--- src/rtl/apb_cfg_slave_if.sv ---
// APB3 bus bundle between a bus master and apb_cfg_slave.
//   master modport : drives psel/penable/pwrite/paddr/pwdata, sees pready/prdata/pslverr
//   slave  modport : the mirror image
interface apb_cfg_slave_if #(
  parameter int unsigned ADDR_W = 8,
  parameter int unsigned DATA_W = 32
);
  logic              psel;
  logic              penable;
  logic              pwrite;
  logic [ADDR_W-1:0] paddr;
  logic [DATA_W-1:0] pwdata;
  logic              pready;
  logic [DATA_W-1:0] prdata;
  logic              pslverr;

  modport master (
    output psel, penable, pwrite, paddr, pwdata,
    input  pready, prdata, pslverr
  );

  modport slave (
    input  psel, penable, pwrite, paddr, pwdata,
    output pready, prdata, pslverr
  );
endinterface

--- src/rtl/apb_cfg_slave.sv ---
// APB3 register slave in front of an 8-bit config register.
// Bus writes to CONFIG become a one-cycle cfg_wr_en_o/cfg_wr_data_o strobe;
// reads of CONFIG return cfg_rd_data_i. Also holds a write counter (STATUS),
// a scratch byte and flags bad accesses with pslverr.
// Ports:
//   clk, rst        clock (posedge) and asynchronous active-high reset
//   apb             APB slave modport (psel/penable/pwrite/paddr/pwdata in,
//                   pready/prdata/pslverr out, all outputs registered)
//   cfg_wr_en_o     one-cycle write strobe to the config register
//   cfg_wr_data_o   value to write into the config register
//   cfg_rd_data_i   current config register contents
// Register map: 0x0 CONFIG (RW), 0x4 STATUS (RO, wr_count), 0x8 SCRATCH (RW).
// Optional: define CFG_LOCK_EN to add 0xC LOCK (bit0, set-once until reset),
// which blocks further CONFIG writes with pslverr.
// WAIT_STATES must lie in 0..15.
module apb_cfg_slave #(
  parameter int unsigned ADDR_W      = 8,
  parameter int unsigned DATA_W      = 32,
  parameter int unsigned WAIT_STATES = 0
) (
  input  logic                clk,
  input  logic                rst,
  apb_cfg_slave_if.slave      apb,
  output logic                cfg_wr_en_o,
  output logic [7:0]          cfg_wr_data_o,
  input  logic [7:0]          cfg_rd_data_i
);

  localparam int unsigned CNT_W = 4;

  localparam logic [ADDR_W-1:0] ADDR_CONFIG  = ADDR_W'(4'h0);
  localparam logic [ADDR_W-1:0] ADDR_STATUS  = ADDR_W'(4'h4);
  localparam logic [ADDR_W-1:0] ADDR_SCRATCH = ADDR_W'(4'h8);
`ifdef CFG_LOCK_EN
  localparam logic [ADDR_W-1:0] ADDR_LOCK    = ADDR_W'(4'hC);
`endif

  typedef enum logic [1:0] {
    ST_IDLE  = 2'd0,
    ST_SETUP = 2'd1,
    ST_WAIT  = 2'd2,
    ST_DONE  = 2'd3
  } state_e;

  state_e              state_q, state_d;
  logic [CNT_W-1:0]    cnt_q, cnt_d;
  logic [ADDR_W-1:0]   addr_q, addr_d;
  logic                write_q, write_d;
  logic [7:0]          wdata_q, wdata_d;
  logic                pready_q, pready_d;
  logic [DATA_W-1:0]   prdata_q, prdata_d;
  logic                pslverr_q, pslverr_d;
  logic                wr_en_q, wr_en_d;
  logic [7:0]          wr_data_q, wr_data_d;
  logic [7:0]          wr_count_q, wr_count_d;
  logic [7:0]          scratch_q, scratch_d;
`ifdef CFG_LOCK_EN
  logic                lock_q, lock_d;
`endif

  logic                locked_c;
  logic                access_err_c;
  logic [7:0]          rd_byte_c;
  logic                unused_pwdata_hi;

  // Only the low byte of pwdata is stored; the rest is intentionally dropped.
  assign unused_pwdata_hi = ^(apb.pwdata >> 8);

`ifdef CFG_LOCK_EN
  assign locked_c = lock_q;
`else
  assign locked_c = 1'b0;
`endif

  // Address decode of the captured transfer: error flag and read byte.
  always_comb begin
    access_err_c = 1'b1;
    rd_byte_c    = 8'h00;
    if (addr_q == ADDR_CONFIG) begin
      access_err_c = write_q && locked_c;
      rd_byte_c    = cfg_rd_data_i;
    end else if (addr_q == ADDR_STATUS) begin
      access_err_c = write_q;
      rd_byte_c    = wr_count_q;
    end else if (addr_q == ADDR_SCRATCH) begin
      access_err_c = 1'b0;
      rd_byte_c    = scratch_q;
    end
`ifdef CFG_LOCK_EN
    else if (addr_q == ADDR_LOCK) begin
      access_err_c = 1'b0;
      rd_byte_c    = {7'b0, lock_q};
    end
`endif
  end

  // Next-state and registered-output logic.
  always_comb begin
    state_d    = state_q;
    cnt_d      = cnt_q;
    addr_d     = addr_q;
    write_d    = write_q;
    wdata_d    = wdata_q;
    pready_d   = 1'b0;
    prdata_d   = '0;
    pslverr_d  = 1'b0;
    wr_en_d    = 1'b0;
    wr_data_d  = wr_data_q;
    wr_count_d = wr_count_q;
    scratch_d  = scratch_q;
`ifdef CFG_LOCK_EN
    lock_d     = lock_q;
`endif

    case (state_q)
      ST_IDLE: begin
        if (apb.psel && !apb.penable) begin
          state_d = ST_SETUP;
          addr_d  = apb.paddr;
          write_d = apb.pwrite;
          wdata_d = apb.pwdata[7:0];
        end
      end
      ST_SETUP: begin
        if (apb.psel && apb.penable) begin
          state_d = ST_WAIT;
          cnt_d   = CNT_W'(WAIT_STATES);
        end else begin
          state_d = ST_IDLE;
        end
      end
      ST_WAIT: begin
        if (!(apb.psel && apb.penable)) begin
          state_d = ST_IDLE;
        end else if (cnt_q == '0) begin
          // Response is registered on entry so it lines up with the DONE cycle.
          state_d   = ST_DONE;
          pready_d  = 1'b1;
          pslverr_d = access_err_c;
          if (!write_q && !access_err_c) begin
            prdata_d = DATA_W'(rd_byte_c);
          end
        end else begin
          cnt_d = cnt_q - CNT_W'(1);
        end
      end
      ST_DONE: begin
        state_d = ST_IDLE;
        // Side effects commit here so an aborted transfer never reaches them.
        if (write_q && !access_err_c) begin
          if (addr_q == ADDR_CONFIG) begin
            wr_en_d    = 1'b1;
            wr_data_d  = wdata_q;
            wr_count_d = wr_count_q + 8'd1;
          end
          if (addr_q == ADDR_SCRATCH) begin
            scratch_d = wdata_q;
          end
`ifdef CFG_LOCK_EN
          if (addr_q == ADDR_LOCK && wdata_q[0]) begin
            lock_d = 1'b1;
          end
`endif
        end
      end
      default: state_d = ST_IDLE;
    endcase
  end

  // State and output registers.
  always_ff @(posedge clk or posedge rst) begin
    if (rst) begin
      state_q    <= ST_IDLE;
      cnt_q      <= '0;
      addr_q     <= '0;
      write_q    <= 1'b0;
      wdata_q    <= 8'h00;
      pready_q   <= 1'b0;
      prdata_q   <= '0;
      pslverr_q  <= 1'b0;
      wr_en_q    <= 1'b0;
      wr_data_q  <= 8'h00;
      wr_count_q <= 8'h00;
      scratch_q  <= 8'h00;
`ifdef CFG_LOCK_EN
      lock_q     <= 1'b0;
`endif
    end else begin
      state_q    <= state_d;
      cnt_q      <= cnt_d;
      addr_q     <= addr_d;
      write_q    <= write_d;
      wdata_q    <= wdata_d;
      pready_q   <= pready_d;
      prdata_q   <= prdata_d;
      pslverr_q  <= pslverr_d;
      wr_en_q    <= wr_en_d;
      wr_data_q  <= wr_data_d;
      wr_count_q <= wr_count_d;
      scratch_q  <= scratch_d;
`ifdef CFG_LOCK_EN
      lock_q     <= lock_d;
`endif
    end
  end

  assign apb.pready    = pready_q;
  assign apb.prdata    = prdata_q;
  assign apb.pslverr   = pslverr_q;
  assign cfg_wr_en_o   = wr_en_q;
  assign cfg_wr_data_o = wr_data_q;

endmodule

--- src/flat_wrapper.sv ---
// flat-port wrapper written by rule: the top's interface ports become plain ports
module apb_cfg_slave_flat 
#(
  parameter int unsigned ADDR_W      = 8,
  parameter int unsigned DATA_W      = 32,
  parameter int unsigned WAIT_STATES = 0
)
  (clk, rst, cfg_wr_en_o, cfg_wr_data_o, cfg_rd_data_i, apb_psel, apb_penable, apb_pwrite, apb_paddr, apb_pwdata, apb_pready, apb_prdata, apb_pslverr);
  apb_cfg_slave_if #(.ADDR_W(ADDR_W), .DATA_W(DATA_W)) apb_i ();
  input  logic clk;
  input  logic rst;
  output logic cfg_wr_en_o;
  output logic [7:0] cfg_wr_data_o;
  input  logic [7:0] cfg_rd_data_i;
  input wire logic [$bits(apb_i.psel)-1:0] apb_psel;
  input wire logic [$bits(apb_i.penable)-1:0] apb_penable;
  input wire logic [$bits(apb_i.pwrite)-1:0] apb_pwrite;
  input wire logic [$bits(apb_i.paddr)-1:0] apb_paddr;
  input wire logic [$bits(apb_i.pwdata)-1:0] apb_pwdata;
  output wire logic [$bits(apb_i.pready)-1:0] apb_pready;
  output wire logic [$bits(apb_i.prdata)-1:0] apb_prdata;
  output wire logic [$bits(apb_i.pslverr)-1:0] apb_pslverr;
  assign apb_i.psel = apb_psel;
  assign apb_i.penable = apb_penable;
  assign apb_i.pwrite = apb_pwrite;
  assign apb_i.paddr = apb_paddr;
  assign apb_i.pwdata = apb_pwdata;
  assign apb_pready = apb_i.pready;
  assign apb_prdata = apb_i.prdata;
  assign apb_pslverr = apb_i.pslverr;
  apb_cfg_slave #(.ADDR_W(ADDR_W), .DATA_W(DATA_W), .WAIT_STATES(WAIT_STATES)) u_core (.clk(clk), .rst(rst), .apb(apb_i), .cfg_wr_en_o(cfg_wr_en_o), .cfg_wr_data_o(cfg_wr_data_o), .cfg_rd_data_i(cfg_rd_data_i));
endmodule
--- config.mk ---
export PLATFORM = sky130hd
export DESIGN_NAME = apb_cfg_slave_flat
export DESIGN_NICKNAME = d
export VERILOG_FILES = /design/src/rtl/apb_cfg_slave_if.sv /design/src/rtl/apb_cfg_slave.sv /design/src/flat_wrapper.sv
export SDC_FILE = /design/constraint.sdc
export NUM_CORES = 1
export LEC_CHECK = 0
export CORE_MARGIN = 2
export CORE_UTILIZATION = 41
export CTS_CLUSTER_DIAMETER = 40
export DETAILED_ROUTE_END_ITERATION = 8
export PLACE_DENSITY = 0.77
export REMOVE_ABC_BUFFERS = 1
export SLEW_MARGIN = 0
export SYNTH_ARGS = -nofsm -noshare
export SYNTH_HDL_FRONTEND = slang
export SYNTH_SLANG_ARGS = --single-unit
--- constraint.sdc ---
create_clock -name clk -period 2.21 [get_ports clk]
set_clock_uncertainty 0.15 [all_clocks]
set_input_delay 0.442 -clock clk [delete_from_list [all_inputs] [get_ports clk]]
set_output_delay 0.442 -clock clk [all_outputs]
set_load 0.02 [all_outputs]
==> Word level (Yosys, flattened, before mapping) <==
Index checks and enable logic that the tools add are counted.
{ "word_totals": {"ff_bits": 82, "inputBits": 53, "output_inout_bits": 43, "word_cells": 68} }
{ "classes": {"n_addsub": 2, "n_eq_ne": 10, "mux": 28, "reduce_logical": 16} }
{ "op_table": {"columns": ["cell", "count"], "rows": [
  ["32-bit 2-to-1 mux", 3],
  ["8-bit 2-to-1 mux", 4],
  ["1-bit 2-to-1 mux", 12],
  ["4-bit 2-to-1 mux", 3],
  ["8-bit by 1-bit adder with 8-bit output, second input constant", 1],
  ["8-bit by 3-bit equality test with 1-bit output, second input constant", 1],
  ["8-bit by 4-bit equality test with 1-bit output, second input constant", 1],
  ["8-bit zero test", 1],
  ["2-bit 2-to-1 mux", 4],
  ["2-bit case mux with 4 select lines", 1],
  ["4-bit case mux with 2 select lines", 1],
  ["2-bit by 1-bit inequality test with 1-bit output, second input constant", 3],
  ["3-bit AND reduction", 2],
  ["2-bit equality test, second input constant", 2],
  ["1-bit logical AND", 4],
  ["4-bit zero test", 1],
  ["2-bit AND reduction", 2],
  ["4-bit AND reduction", 1],
  ["4-bit by 1-bit subtractor with 4-bit output, second input constant", 1],
  ["1-bit zero test", 3],
  ["3-bit inequality test, second input constant", 1],
  ["2-bit by 1-bit equality test with 1-bit output, second input constant", 1],
  ["2-bit zero test", 1],
  ["2-bit inequality test, second input constant", 1],
  ["2-bit nonzero test", 1]
]} }

==> Depth between registers and ports, before layout <==
Gate-level depths: netlist (run 1).
{ "depth": {"word_depth": 10, "mapped_depth": 6, "mapped_depth_nobuf": 6} }

==> Worst setup path before layout (run 1) <==
Ideal clock, no wire load.
{ "synth_path": {"kind": "register -> register", "start": "reg u_core.addr_q[0]", "end": "reg u_core.wr_data_q[0] (netlist: u_core.cfg_wr_data_o[0])", "arrival_ns": 1.824, "t_required_ns": 1.935, "path_slack_ns": 0.112, "stages_incl_launch_ff": 5, "synth_period_minus_slack_ns": 2.098, "cell_sequence": "dfrtp_1 or4_4 nor4_4 buf_6 mux2_2"} }
{ "synth_via": {"elab_chain_cells": 7, "word_cells_on_any_way": 9, "classes_between": "2 x eq/ne; 3 x mux; 4 x reduce/logical"} }
{ "synth_rtl": {"columns": ["item", "line", "source"], "rows": [
  ["start: declaration", "apb_cfg_slave.sv:47", "logic [ADDR_W-1:0] addr_q, addr_d;"],
  ["start signal: assignment", "apb_cfg_slave.sv:191", "addr_q <= addr_d;"],
  ["8-bit by 4-bit equality test with 1-bit output", "apb_cfg_slave.sv:85", "end else if (addr_q == ADDR_SCRATCH) begin"],
  ["1-bit 2-to-1 mux", "apb_cfg_slave.sv:85", null],
  ["1-bit 2-to-1 mux", "apb_cfg_slave.sv:82", "end else if (addr_q == ADDR_STATUS) begin"],
  ["1-bit 2-to-1 mux", "apb_cfg_slave.sv:79", "if (addr_q == ADDR_CONFIG) begin"],
  ["1-bit zero test", "apb_cfg_slave.sv:150", "if (write_q && !access_err_c) begin"],
  ["1-bit logical AND", "apb_cfg_slave.sv:150", null],
  ["3-bit AND reduction (no source line) *", null, null],
  ["end signal: assignment", "apb_cfg_slave.sv:198", "wr_data_q <= wr_data_d;"],
  ["end: declaration", "apb_cfg_slave.sv:54", "logic [7:0] wr_data_q, wr_data_d;"]
]} }
Mark *: on every way between the ends. The rest lies on a longest branch, timed or not.
A chain may end at the register's enable or synchronous reset.

==> Worst setup path after layout (run 1) <==
{ "layout_path": {"start": "reg u_core.addr_q[0]", "end": "reg u_core.wr_data_q[5] (netlist: u_core.cfg_wr_data_o[5])"} }
Same word-level chain as after synthesis.

==> results.md, run 1 <==
* Count leader, synth: dfrtp_1
* Antenna Nets Post-Route at 0
* Layout cells sized above 1 at between 20% and 30%
* Gate power share at around 15%
* Worst skew pair latency at 340 ps
* Hold crit path type: input pin to async pin
* Sw Ratio at approximately 27%
* Placed Instances at 355
* # DRC at 0
* HPWL after detailed placement at around 3800 microns
* Chip Height at between 80 and 90 microns
* Clock-pin slew on the worst setup and hold paths at 70 ps
* Drt pass-1 iters at 4
* Rows at 29
* Number of vias per cell at ~5
* Final min period at between 2000 and 2500 ps
* I/O pins at 96
* Flop pwr share at between 40% and 50%
* Number of DRC markers in iteration 0 at 94
* Gr ovfl total at 0
* Total power draw at around 2600 uW
* Clock Power Share at approximately two fifths
* Nets at 345
* Sequential cell area fraction in the yosys report at between 50% and 60%
* Worst-case clock buffer depth at 2
* Crit path capture type: flip-flop
* Port bufs at 47
* Routed WL at around 5200 microns
* Post-synth top flop: dfrtp_1
* Worst VDD drop at between 0.4 and 0.5 mV
* Pwr/cell area at between 700 and 800 nW/um^2
* First-pass GRT wire length at just under 9000 microns
* Data arrival time of the worst path at around 2200 ps
* Yosys top cell by area: dfrtp_1
* Core region area at between 6000 and 7000 sq um
* Status: complete, no violations
* Number of synthesized flops with an enable pin at 0
* TritonCTS Sinks at 58
* Worst setup endpoint: u_core.cfg_wr_data_o[5]
* Largest net degree at the start of global routing at 26
* Worst Max-Slew Pin Slew at ~580 ps
* Worst Path Max Fanout at 14
* Die W at 86.0 microns
* Initial core utilization at between 40 and 50%
* Critical path startpoint: u_core.addr_q[0]
* Final TNS setup at 0 ps
* Wire per inst at ~14 microns
* # diodes at 0
* Reg-to-Reg Start: u_core.addr_q[0]
* Final hold vios at 0
* Cell variety after synth at 43
* Synth async-reset ratio at 100%
* Final Cycle Share at between 90% and 100%
* Leak at between 0.0015 and 0.002 uW
* Final setup fails at 0
* CP required at 2280 ps
* Net load switching power at between 600 and 700 uW
* Total number of vias at approximately 1800
* CTS tree: built
* Post-DP Area at ~3300 sq um
* Total Routing Usage GR at roughly 15%
* Count of cells resized by post-cts repair at 0
* RR Endpoint: u_core.cfg_wr_data_o[5]
* Fin util at between 50% and 60%
* Initial antenna violation count at 0
* Synth top cells by count: dfrtp_1 (58), mux2_2 (34), buf_4 (24)
* Post-route design area at 3530 sq um
* GPL Wtd Cong at about 0.77
* Seq cells post-synth at 58
* Largest cells by area after synthesis: dfrtp_1 (53%), mux2_2 (14%), buf_4 (6.5%)
* Share of the synthesized area in the top cell type at 52.7%
* CTS Buf Count at 9
* Syn Inst Count at approximately 230
* Maximum clock rate at 471 MHz
* RSZ-0062 raised after global routing: false
* Syn-to-layout area delta at 28.0%
* R2R setup slack at 90 ps
* H-tree depth at 3
* Warnings from Yosys at 0
* Root buffer cell: clkbuf_8
* Post-CTS Hold Buffers at 0
* Critical path class: flip-flop to flip-flop
* Relative slew slack at between 60% and 70%
* Avg Cell Area, Syn at approximately 12 sq um
* Slew Limit Fails at 0
* Post-CTS setup buffers at 0
* MaxCap Viol Count at 0
* Internal at about 1900 uW
* Die area at between 7000 and 8000 sq um
* Critical Path Start Type: flip-flop
* Reg2reg path depth at 4
* Non-filler cells, final at between 300 and 400
* Post-Syn Area at between 2000 and 3000 sq um
* Number of global-route vias before repair at around 1900
final cells by class:
cell class,count,area [sq um]
fill,563,2900
sequential,58,1450
multi-input combinational,154,1150
timing repair buffer,59,598
clock buffer,10,138
tap,77,96.3
clock inverter,6,66.3
inverter,7,26.3
layout by cell type, fill, tap and decap left out, types with 3 or more instances in the layout:
cell type and count:
clkinvlp_4 3, clkdlybuf4s50_1 47, dfrtp_1 58, inv_1 6
mux2_2 34, mux2i_1 7, xnor2_1 6, a21oi_1 4
conb_1 24, clkbuf_8 10, nand2_1 14, or2_2 3
nand3_1 3, ha_1 3, buf_4 9, nor2_1 4
buf_12 3, o21ai_0 13, and2_1 7
sequential cells by signal (all words and copies together) (netlist names), 2 cells and up:
name and count:
u_core.wdata_q 8, u_core.scratch_q 8, u_core.cfg_wr_data_o 8, u_core.cnt_q 4
u_core.addr_q 8, u_core.wr_count_q 8, u_core.state_q 2, u_core.apb.prdata 8
layer usage:
layer	GRT usage, %	up-vias	routed length [microns]
met5	0	-	0
met4	6.06	0	92
met3	5.29	10	347
met2	23.9	56	2490
met1	19.6	913	2300
li1	-	870	-
worst max-delay path, stage by stage (launching register included):
cell and delay, ps:
dfrtp_1 400, or4_4 590, nor4_4 320, buf_12 190
mux2_2 340
metrics by stage:
stage / hold WS [ps] / worst slack, ps
2_1_floorplan: 291 / -5.02
3_3_place_gp: 310 / 17.8
3_5_place_dp: 309 / 8.35
4_1_cts: 322 / 44.7
5_1_grt: 338 / 62.4
6_report: 318 / 86.4
worst min-delay path by stage:
stage,start,endpoint,slack [ps],cells past startpoint
after floorplan,u_core.wr_count_q[7],u_core.wr_count_q[7],290,1
after global placement,u_core.wr_count_q[7],u_core.wr_count_q[7],310,1
after detailed placement,u_core.wr_count_q[7],u_core.wr_count_q[7],310,1
after CTS,rst,u_core.wr_count_q[3],320,2
after global routing,u_core.wr_count_q[7],u_core.wr_count_q[7],340,1
final,rst,u_core.cnt_q[0],320,2
cells by family (layout without fill, tap and decap cells):
logic type,after synthesis,count (layout),synth area share (%)
flip-flops,58,58,52.7
XOR/XNOR,8,8,2.54
other,1,24,0.136
AND/OR/NAND/NOR,51,51,11.3
multiplexers,41,41,16.4
AO/OA/AOI/OAI,27,27,6.59
buffers and inverters,39,82,8.95
adder cells (fa/ha/maj),3,3,1.36
power groups by stage:
stage / clock, uW / sequential (uW) / combinational, uW
2_1_floorplan: 0 / 1230 / 223
3_3_place_gp: 0 / 1220 / 365
3_5_place_dp: 0 / 1230 / 377
4_1_cts: 1010 / 1210 / 379
5_1_grt: 1060 / 1220 / 414
6_report: 981 / 1210 / 376
No activity file was read; power rests on OpenSTA's default activity.
==> inputs of run 2 (changes only) <==
--- a/config.mk
+++ b/config.mk
@@ -5,7 +5,7 @@
 export SDC_FILE = /design/constraint.sdc
 export NUM_CORES = 1
 export LEC_CHECK = 0
-export CORE_MARGIN = 2
+export CORE_MARGIN = 4
 export CORE_UTILIZATION = 41
 export CTS_CLUSTER_DIAMETER = 40
 export DETAILED_ROUTE_END_ITERATION = 8
==> run 2 against run 1 <==
Effect of this change:
- routed wire length up 2.2%
- register-to-register slack barely moved
- clock-buffer cell count unchanged
- die area up 9.5%
==> results.md, run 2 (same netlist as run 1, synthesis figures left out) <==
* Final Cycle Share at between 90% and 100%
* Nets at about 350
* CTS tree: built
* Worst VDD drop at between 0.4 and 0.5 mV
* Final TNS setup at 0 ps
* TritonCTS Sinks at 58
* RR Endpoint: u_core.wr_count_q[1]
* HPWL after detailed placement at between 4000 and 5000 microns
* Critical path startpoint: u_core.addr_q[0]
* Slew Limit Fails at 0
* Relative slew slack at about 64%
* Clock-pin slew on the worst setup and hold paths at about 70 ps
* Maximum clock rate at 471 MHz
* Rows at 29
* H-tree depth at 3
* Layout cells sized above 1 at about 25%
* Status: complete, no violations
* Place WS at -0.996 ps
* Worst Path Max Fanout at 9
* RSZ-0062 raised after global routing: false
* Number of vias per cell at ~4.9
* Data arrival time of the worst path at roughly 2200 ps
* CP required at around 2300 ps
* # DRC at 0
* Worst skew pair latency at 330 ps
* WHS at between 200 and 300 ps
* CTS Buf Count at 9
* Drt pass-1 iters at 4
* Critical Path Start Type: flip-flop
* Final min period at 2130 ps
* Reg2reg path depth at 4
* First-pass GRT wire length at 8800 microns
* Number of DRC markers in iteration 0 at 80
* Number of global-route vias before repair at 1870
* Most common cell after layout, fill and taps aside: dfrtp_1
* Leak at 0.00161 uW
* I/O pins at 96
* GPL Wtd Cong at between 0.8 and 0.9
* Post-route setup slack at approximately 85 ps
* Post-CTS setup buffers at 0
* Initial antenna violation count at 0
* Core region area at 6420 sq um
* Most frequent cells in the layout: dfrtp_1 (58), clkdlybuf4s50_1 (47), mux2_2 (34), conb_1 (24)
* Syn-to-layout area delta at 29.0%
* Antenna Nets Post-Route at 0
* Final hold vios at 0
* Total power draw at approximately 2700 uW
* Root buffer cell: clkbuf_8
* Critical path class: flip-flop to flip-flop
* Wire per inst at between 10 and 15 microns
* Total number of vias at 1843
* # diodes at 0
* Critical path's slowest cell: or4_4
* Initial core utilization at approximately 43%
* Crit path capture type: flip-flop
* Pwr/cell area at 755 nW/um^2
* Hold crit path type: input pin to async pin
* Routed WL at around 5300 microns
* MaxCap Viol Count at 0
* Port bufs at 47
* Final setup fails at 0
* Die W at between 80 and 90 microns
* Worst stage delay on the critical path at about 580 ps
* Die area at just over 8000 sq um
* Critical-path cell list: or4_4 > nor4_4 > buf_4 > mux2_2
* Largest net degree at the start of global routing at 21
* Worst-case clock buffer depth at 2
* Gr ovfl total at 0
* Reg-to-Reg Start: u_core.addr_q[0]
* R2R setup slack at 80 ps
* Total Routing Usage GR at a little over an eighth
* Chip Height at around 90 microns
* Worst Max-Slew Pin Slew at around 540 ps
run 2: worst max path at each step:
stage | to | slack [ps] | cells after the start
after detailed placement | u_core.addr_q[6] | -1 | 5
after CTS | u_core.cfg_wr_data_o[7] | 60 | 4
final | u_core.wr_count_q[1] | 80 | 4
after global routing | u_core.cfg_wr_data_o[7] | 7 | 4
after floorplan | u_core.cfg_wr_data_o[0] | -5 | 3
after global placement | u_core.addr_q[2] | 40 | 5
run 2: per-layer routing:
| layer | vias to the layer above | part of all wire (%) | track usage, % |
|---|---|---|---|
| met5 | - | 0 | 0 |
| met4 | 0 | 1.4 | 4.59 |
| met3 | 10 | 7.2 | 5.34 |
| met2 | 62 | 49 | 21.9 |
| met1 | 897 | 43 | 16.7 |
| li1 | 874 | - | - |
run 2: stage by stage:
step                      cells  util, %  cell area, sq um
after floorplan             219        -              2620
after global placement      359     51.7              3320
after detailed placement    359     51.7              3320
after CTS                   375     55.3              3550
after global routing        375     55.3              3550
final                       375     55.3              3550
run 2: cell type report:
type / instances / area (sq um)
tap: 77 / 96.3
clock buffer: 10 / 138
inverter: 7 / 26.3
fill: 565 / 2870
multi-input combinational: 154 / 1150
sequential: 58 / 1450
clock inverter: 6 / 90.1
timing repair buffer: 63 / 603
run 2: worst max-delay path: cells and delay by family (launching register included):
family | cells | cell delay, ps
multiplexers | 1 | 350
AND/OR/NAND/NOR | 2 | 890
flip-flops | 1 | 390
buffers and inverters | 1 | 230
run 2: repair_timing:
item / CTS / global route
hold buffers: 0 / 0
setup endpoints to repair: 8 / 0
gates resized for setup: 1 / 0
run 2: power breakdown:
group | internal [uW] | switching [uW]
Clock | 666 | 427
Combinational | 182 | 191
Sequential | 1140 | 74.7
